--- config.mk ---
export PLATFORM = sky130hd
export DESIGN_NAME = config_bitstream_loader
export DESIGN_NICKNAME = d
export VERILOG_FILES = /design/src/rtl/cgra_cfg_pkg.sv /design/src/rtl/cfg_fifo.sv /design/src/rtl/config_bitstream_loader.sv
export SDC_FILE = /design/constraint.sdc
export NUM_CORES = 1
export LEC_CHECK = 0
export CORE_ASPECT_RATIO = 0.6
export CORE_UTILIZATION = 50
export CTS_BUF_LIST = sky130_fd_sc_hd__clkbuf_8
export CTS_CLUSTER_DIAMETER = 100
export CTS_CLUSTER_SIZE = 14
export DETAILED_ROUTE_END_ITERATION = 6
export GPL_ROUTABILITY_DRIVEN = 0
export MAX_ROUTING_LAYER = met4
export PLACE_DENSITY_LB_ADDON = 0.2
export SYNTH_ARGS = -nofsm -noshare
export SYNTH_HDL_FRONTEND = slang
export SYNTH_HIERARCHICAL = 1
export SYNTH_SLANG_ARGS = --single-unit
--- constraint.sdc ---
create_clock -name clk_in -period 9.08 [get_ports clk_in]
set_input_delay 0.908 -clock clk_in [delete_from_list [all_inputs] [get_ports clk_in]]
set_output_delay 0.908 -clock clk_in [all_outputs]
set_load 0.01 [all_outputs]
--- src/rtl/cgra_cfg_pkg.sv ---
// Shared definitions for the configuration bitstream loader.
//   - Bit positions of the fields inside a 32-bit bitstream address.
//   - cfg_op_t: the opcode carried with each address/data pair.
//   - cfg_state_t: the loader FSM states.
//   - cfg_entry_t: one buffered pair {op, last, addr, data}, 66 bits.
package cgra_cfg_pkg;

    localparam int TILE_ID_LSB = 0;
    localparam int TILE_ID_MSB = 15;
    localparam int FEATURE_LSB = 16;
    localparam int REG_LSB     = 24;

    typedef enum logic {
        CFG_WRITE = 1'b0,
        CFG_READ  = 1'b1
    } cfg_op_t;

    typedef enum logic [1:0] {
        IDLE,
        READ_REQ,
        READ_WAIT,
        RESP
    } cfg_state_t;

    typedef struct packed {
        cfg_op_t     op;
        logic        last;
        logic [31:0] addr;
        logic [31:0] data;
    } cfg_entry_t;

    localparam int CFG_ENTRY_W = $bits(cfg_entry_t);

    function automatic logic [15:0] tile_id_of(input logic [31:0] addr);
        return addr[TILE_ID_MSB:TILE_ID_LSB];
    endfunction

    function automatic logic [7:0] feature_of(input logic [31:0] addr);
        return addr[FEATURE_LSB +: 8];
    endfunction

    function automatic logic [7:0] reg_of(input logic [31:0] addr);
        return addr[REG_LSB +: 8];
    endfunction

endpackage

--- src/rtl/cfg_fifo.sv ---
// Synchronous FIFO with first-word fall-through read port.
// Ports:
//   clk_in, reset        : clock, synchronous active-high reset (empties FIFO)
//   push, wdata          : write request and data (ignored when full)
//   pop                  : advance the head (ignored when empty)
//   rdata                : current head entry
//   full, empty          : occupancy flags
module cfg_fifo #(
    parameter int WIDTH = 66,
    parameter int DEPTH = 4
) (
    input  logic             clk_in,
    input  logic             reset,
    input  logic             push,
    input  logic             pop,
    input  logic [WIDTH-1:0] wdata,
    output logic [WIDTH-1:0] rdata,
    output logic             full,
    output logic             empty
);

    localparam int AW = $clog2(DEPTH);

    logic [WIDTH-1:0] mem [DEPTH];
    // Pointers carry one extra wrap bit to tell full from empty.
    logic [AW:0]      wptr;
    logic [AW:0]      rptr;

    assign empty = (wptr == rptr);
    assign full  = (wptr[AW] != rptr[AW]) && (wptr[AW-1:0] == rptr[AW-1:0]);
    assign rdata = mem[rptr[AW-1:0]];

    always_ff @(posedge clk_in) begin
        if (reset) begin
            wptr <= '0;
            rptr <= '0;
        end else begin
            if (push && !full) begin
                wptr <= wptr + (AW+1)'(1);
            end
            if (pop && !empty) begin
                rptr <= rptr + (AW+1)'(1);
            end
        end
    end

    // Storage is not reset; only the pointers define validity.
    always_ff @(posedge clk_in) begin
        if (push && !full) begin
            mem[wptr[AW-1:0]] <= wdata;
        end
    end

endmodule

--- src/rtl/config_bitstream_loader.sv ---
// Configuration bitstream loader: buffers address/data pairs in a FIFO,
// filters them by tile ID and drives the tile configuration bus.
// Ports:
//   clk_in, reset               : clock, synchronous active-high reset
//   in_valid/in_ready           : input pair handshake
//   in_addr, in_data, in_op,
//   in_last                     : pair contents (op 0 = write, 1 = read)
//   config_addr, config_data    : tile bus, held between strobes
//   config_en, config_read      : one-cycle write / read strobes
//   read_data                   : tile readback, valid 1 cycle after config_read
//   rd_valid/rd_ready, rd_data  : readback response handshake
//   cfg_count                   : saturating count of writes to this tile
//   config_done                 : sticky, set once the last pair retires
module config_bitstream_loader
    import cgra_cfg_pkg::*;
#(
    parameter int          FIFO_DEPTH = 4,
    parameter logic [15:0] TILE_ID    = 16'h18
) (
    input  logic        clk_in,
    input  logic        reset,
    input  logic        in_valid,
    output logic        in_ready,
    input  logic [31:0] in_addr,
    input  logic [31:0] in_data,
    input  logic        in_op,
    input  logic        in_last,
    output logic [31:0] config_addr,
    output logic [31:0] config_data,
    output logic        config_en,
    output logic        config_read,
    input  logic [31:0] read_data,
    output logic        rd_valid,
    input  logic        rd_ready,
    output logic [31:0] rd_data,
    output logic [15:0] cfg_count,
    output logic        config_done
);

    cfg_entry_t push_entry;
    cfg_entry_t head;
    logic       full;
    logic       empty;
    logic       push;
    logic       pop;
    logic       hit;
    logic       read_last;

    cfg_state_t state;
    cfg_state_t next_state;

    assign in_ready   = !full;
    assign push       = in_valid && !full;
    assign push_entry = '{op: cfg_op_t'(in_op), last: in_last, addr: in_addr, data: in_data};
    assign hit        = (tile_id_of(head.addr) == TILE_ID);

    cfg_fifo #(
        .WIDTH (CFG_ENTRY_W),
        .DEPTH (FIFO_DEPTH)
    ) u_fifo (
        .clk_in (clk_in),
        .reset  (reset),
        .push   (push),
        .pop    (pop),
        .wdata  (push_entry),
        .rdata  (head),
        .full   (full),
        .empty  (empty)
    );

    always_ff @(posedge clk_in) begin
        if (reset) begin
            state <= IDLE;
        end else begin
            state <= next_state;
        end
    end

    // The head is consumed only in IDLE; a matching read parks the FSM
    // until its response has been accepted.
    always_comb begin
        next_state = state;
        pop        = 1'b0;
        case (state)
            IDLE: begin
                if (!empty) begin
                    pop = 1'b1;
                    if (hit && head.op == CFG_READ) begin
                        next_state = READ_REQ;
                    end
                end
            end
            READ_REQ:  next_state = READ_WAIT;
            READ_WAIT: next_state = RESP;
            RESP: begin
                if (rd_ready) begin
                    next_state = IDLE;
                end
            end
            default:   next_state = IDLE;
        endcase
    end

    always_ff @(posedge clk_in) begin
        if (reset) begin
            config_addr <= '0;
            config_data <= '0;
            config_en   <= 1'b0;
            config_read <= 1'b0;
            rd_valid    <= 1'b0;
            rd_data     <= '0;
            cfg_count   <= '0;
            config_done <= 1'b0;
            read_last   <= 1'b0;
        end else begin
            config_en   <= 1'b0;
            config_read <= 1'b0;
            if (pop) begin
                if (hit) begin
                    config_addr <= head.addr;
                    if (head.op == CFG_WRITE) begin
                        config_data <= head.data;
                        config_en   <= 1'b1;
                        if (cfg_count != 16'hFFFF) begin
                            cfg_count <= cfg_count + 16'd1;
                        end
                        if (head.last) begin
                            config_done <= 1'b1;
                        end
                    end else begin
                        config_read <= 1'b1;
                        read_last   <= head.last;
                    end
                end else if (head.last) begin
                    // A dropped final pair still completes the bitstream.
                    config_done <= 1'b1;
                end
            end
            if (state == READ_WAIT) begin
                rd_data  <= read_data;
                rd_valid <= 1'b1;
            end
            if (state == RESP && rd_ready) begin
                rd_valid <= 1'b0;
                if (read_last) begin
                    config_done <= 1'b1;
                end
            end
        end
    end

endmodule
# Yosys cells after proc, flatten, opt, wreduce, memory -nomap -nowiden
# Memories as Yosys holds them, arrays and structs flattened. A register that Yosys moved wholly into a read port is not among the register bits.
# Cells that the tools add are included.
totals:
  register_bits: 125
  latchBits: 0
  ramBits: 264
  mem_bits_ro: 0
  in_bits: 102
  output_inout_bits: 117
  elab_cells: 64
  mem_count: 1
memory_table:
  columns: ["name", "depth", "width", "read_ports", "rd_ports_with_merged_regs", "write_ports", "line", "rtl"]
  rows:
  - ["u_fifo.mem", 4, 66, 1, 1, 1, "cfg_fifo.sv:24", "logic [WIDTH-1:0] mem [DEPTH];"]
op_classes:
  n_addsub: 3
  n_mul: 0
  div_mod_pow: 0
  order_cmp: 0
  n_eq_ne: 11
  n_shift: 0
  n_mux: 18
  n_bitwise: 3
  n_reduce_logical: 16
op_table:
  columns: ["operator", "n"]
  rows:
  - ["adder 16 x 1 -> 16 bit (second input constant)", 1]
  - ["== test 16 x 5 -> 1 bit (second input constant)", 1]
  - ["!= test 16 bit (second input constant)", 1]
  - ["2-to-1 mux 1 bit", 12]
  - ["2-to-1 mux 2 bit", 5]
  - ["AND reduction 3 bit", 3]
  - ["case mux 2 bit (4 select lines)", 1]
  - ["adder 3 x 1 -> 3 bit (second input constant)", 2]
  - ["logical AND 1 bit", 6]
  - ["!= test 2 bit (second input constant)", 3]
  - ["== test 2 bit (second input constant)", 2]
  - ["AND reduction 4 bit", 1]
  - ["== test 3 bit", 1]
  - ["NOT 1 bit", 3]
  - ["OR reduction 3 bit", 1]
  - ["== test 2 x 1 -> 1 bit (second input constant)", 1]
  - ["== test 2 bit", 1]
  - ["zero test 1 bit", 2]
  - ["zero test 2 bit", 1]
  - ["AND reduction 2 bit", 1]
  - ["OR reduction 2 bit", 1]
  - ["!= test 1 bit", 1]

# Depth between registers and ports, before layout
depth:
  word_depth: 7
  ltp_mapped: 11

# Cells and area by module
# Netlist, hierarchy kept.
modules_own_cells:
  columns: ["mod", "n_inst", "cells_per_inst", "area_each_um2", "seq_area_each_um2"]
  rows:
  - ["cfg_fifo", 1, 412, 10058.4, 8087.8]
  - ["config_bitstream_loader", 1, 503, 4508.1, 2382.3]

# Worst setup path before layout
# OpenSTA, ideal clock, no wires.
synth_path:
  path_type: "input to register"
  from: "input port in_valid"
  to: "memory u_fifo.mem[3][0] (enable)"
  setup_ns: 0.529
  t_arrival_ns: 4.660
  path_slack_ns: 3.891
  cell_stages: 3
  path_buffers: 0
  path_cell_list: "nor2b_1 -> nand2_1 -> a31oi_1"
synth_via:
  elab_chain_len: 4
synth_lines:
  columns: ["element", "line", "rtl"]
  rows:
  - ["start, declared", "config_bitstream_loader.sv:22", "input logic in_valid,"]
  - ["logical AND 1 bit", "config_bitstream_loader.sv:53", "assign push = in_valid && !full;"]
  - ["logical AND 1 bit", "cfg_fifo.sv:49", "if (push && !full) begin"]
  - ["2-to-1 mux 1 bit", "cfg_fifo.sv:49", null]
  - ["2-to-1 mux 1 bit (not written as such)", "cfg_fifo.sv:50", "mem[wptr[AW-1:0]] <= wdata;"]
  - ["end, declared", "cfg_fifo.sv:24", null]
# No other way between the ends.

==> results.ini <==
[outcome]
status = finished, final reports clean

[pwr]
p_sw_share_pct = 26.4
p_total_mw = 3.79
p_sw_mw = 1.00
power_frac_comb_pct = 17.6
power_frac_clock_pct = 22.6
seq_power_share_pct = 59.8
leakagePower_nw = 5.64
internal_power_mw = 2.79
vdd_drop_max_mv = 0.169
cellPowerDensity_nw_per_um2 = 216

[placed_design]
portBuffers = 218
place_ws_ns = 4.33
dp_hpwl_um = 18900

[synthesis]
ys.flop_type = edfxtp_1
synth-async-reset-ratio_pct = 0
ys_seq_elements = 391
synthCells = 915
synth-edff-count = 264
avgSynthCellArea_um2 = 15.9
synth.area.top_cells = edfxtp_1, dfxtp_1, mux4_2
synth_cell_type_count = 52
seq_area_frac_synth_pct = 71.9
netlist.area_leader.share_pct = 54.4
synth_most_common_cell = edfxtp_1
syn-num-nets = 1027
synth_top_area_cell = edfxtp_1
ys_top_cells_by_count = edfxtp_1, dfxtp_1, nand2_1
syn-cell-area_um2 = 14600
yosysWarnings = 6

[timing]
whs_ns = 0.455
period_share_pct = 51.2
max_slew_margin_pct = 27.5
clock_skew_ns = 0.0260
fin_crit_ns = 4.64
fin_ws_ns = 4.44
fmax_mhz = 215
rsz0062_at_grt = false
finalMaxSlewViolations = 0
hold_violations = 0
tightest_slew_ns = 1.09
finalSetupViolCount = 0
setup_tns_ns = 0

[cts]
cts_tree = built
path_clk_slew_ns = 0.09
post_cts_buffers = 0
htreeDepth = 1
cts_buffer_depth = 3
clock_latency_ns = 0.63
cts_resized = 0
cts_root_buffer = clkbuf_8
numCtsBuffers = 31
cts_hold_buf = 0
numClockSinks = 391

[floorplanning]
dieArea_um2 = 29800
die_w_um = 222
die_h_um = 134
pin_count = 219
initial_core_util_pct = 51.8
num_rows = 47
core_region_area_um2 = 28100

[finish]
drive_above_1_share_pct = 10.7
area_growth_pct = 20.7
fillers = 2107
nNetsFinal = 1232
seqCellArea_um2 = 10500
multi_input_area_um2 = 3840

[worst_hold_path]
hold_path_class = register to register

[worst_setup_path]
critical_path_class = register to register
cp_slowest_cell = nor2_4
cp_num_buf_inv = 1
worst_setup_path_end_kind = register
arrival_ns = 5.15
path_cells = buf_4, mux4_2, or4_1, or3_1, nor2_4, nand3b_1, mux2_2
path_depth = 7
rrSetupSlack_ns = 4.44
critPathLaunchType = register
cpPeakStageDelay_ns = 0.83
crit_required_ns = 9.58
r2r-end = cfg_count[2]$_SDFFE_PP0P_
worstSetupEndpoint = cfg_count[2]$_SDFFE_PP0P_
crit_family = simple AND/OR/NAND/NOR gates
cp_max_fo = 41
worst-r2r-cell-count = 7

[detailed_routing]
drcViolationCount = 0
wire_per_inst_um = 20.0
drt_first_pass_iters = 4
drt_wl_total_um = 30200
vias_per_cell = 5.51
first_iter_violations = 496
antenna_violating_nets_post_route = 0
vias = 8330

[grt]
grt_usage_pct = 20.9
gr-total-overflow = 0
first_global_vias = 8139
antenna_found_initial = 1
grt_max_degree = 98
grt_pass1_wl_um = 46700

[job]
drv_cap = 0

==> worst register-to-register path, cell delays in order (launching register included) <==
cell	delay (ns)
dfxtp_4	0.71
buf_4	0.76
mux4_2	0.63
or4_1	0.66
or3_1	0.47
nor2_4	0.83
nand3b_1	0.17
mux2_2	0.31
==> area by class of cell <==
type / instances / share of cell area, %
clock buffers: 31 / 2.43
flip-flops and latches: 391 / 59.6
diodes: 1 / 0.0142
inverters: 12 / 0.256
clock inverters: 26 / 0.576
repair buffers: 224 / 12.7
well taps: 367 / 2.61
multi-input cells: 460 / 21.9
==> how the worst min path moves through the flow <==
stage,startpoint,end,depth (start not counted)
finish,config_data[13]$_SDFFE_PP0P_,config_data[13]$_SDFFE_PP0P_,2
global route,config_addr[25]$_SDFFE_PP0P_,config_addr[25]$_SDFFE_PP0P_,2
CTS,config_data[13]$_SDFFE_PP0P_,config_data[13]$_SDFFE_PP0P_,2
detailed placement,config_data[13]$_SDFFE_PP0P_,config_data[13]$_SDFFE_PP0P_,2
global placement,config_addr[25]$_SDFFE_PP0P_,config_addr[25]$_SDFFE_PP0P_,2
floorplan,read_last$_SDFFE_PP0P_,read_last$_SDFFE_PP0P_,2
==> state kept, by name, summed over array words and instances (netlist names), named ones only <==
name and flops:
u_fifo/mem 264, config_addr 32, config_data 32, rd_data 32, cfg_count 16, u_fifo/rptr 3, u_fifo/wptr 3, state 2
config_done 1, config_en 1, config_read 1, rd_valid 1, read_last 1
==> kinds of logic after synthesis <==
family | share of synthesized area, %
fa+ha+maj | 0.859
mux | 12.8
flops | 71.9
buf+inv | 1.99
compound gates | 3.88
simple gates | 8.07
xor+xnor | 0.541
==> cells in the final DEF (no fill, tap or decap), types with 3 or more instances in the layout <==
| master | n |
|---|---|
| inv_1 | 37 |
| buf_4 | 7 |
| nor3b_1 | 5 |
| a21oi_1 | 55 |
| mux2_2 | 3 |
| mux2i_1 | 34 |
| edfxtp_1 | 264 |
| a31oi_1 | 4 |
| or4_1 | 8 |
| nor2_1 | 49 |
| nor2b_1 | 4 |
| o41ai_1 | 3 |
| and3_1 | 18 |
| nor3_1 | 3 |
| o21ai_0 | 5 |
| xnor2_1 | 6 |
| nand2_1 | 107 |
| xor2_1 | 3 |
| nand3_1 | 9 |
| o211ai_1 | 5 |
| a41oi_1 | 3 |
| or3_1 | 4 |
| nand3b_1 | 5 |
| nand4_1 | 9 |
| clkbuf_8 | 31 |
| nor4_1 | 5 |
| ha_1 | 9 |
| mux4_2 | 66 |
| and2_4 | 3 |
| clkdlybuf4s50_1 | 217 |
| o31ai_1 | 4 |
| dfxtp_1 | 125 |
==> metrics by stage <==
stage                     utilization, %  std cells  cell area [um2]
after floorplan                        -        915            14600
after global placement              60.7       1454            17100
after detailed placement            60.7       1454            17100
after CTS                           62.5       1511            17600
after global routing                62.5       1512            17600
final                               62.5       1512            17600
==> routing by layer <==
metal	part of all wire, %	GRT usage [%]
met4	1.4	3.49
met1	48	30.4
met5	0	-
met3	6.2	3.90
met2	45	31.2
==> power groups by stage <==
stage               Sequential (mW)  Combinational, mW  Clock [mW]
floorplan                      2.23              0.532           0
global placement               2.30              0.672           0
detailed placement             2.31              0.676           0
CTS                            2.27              0.678       0.891
global route                   2.29              0.725       0.950
finish                         2.27              0.669       0.855
Power figures use the tool's default switching activity.
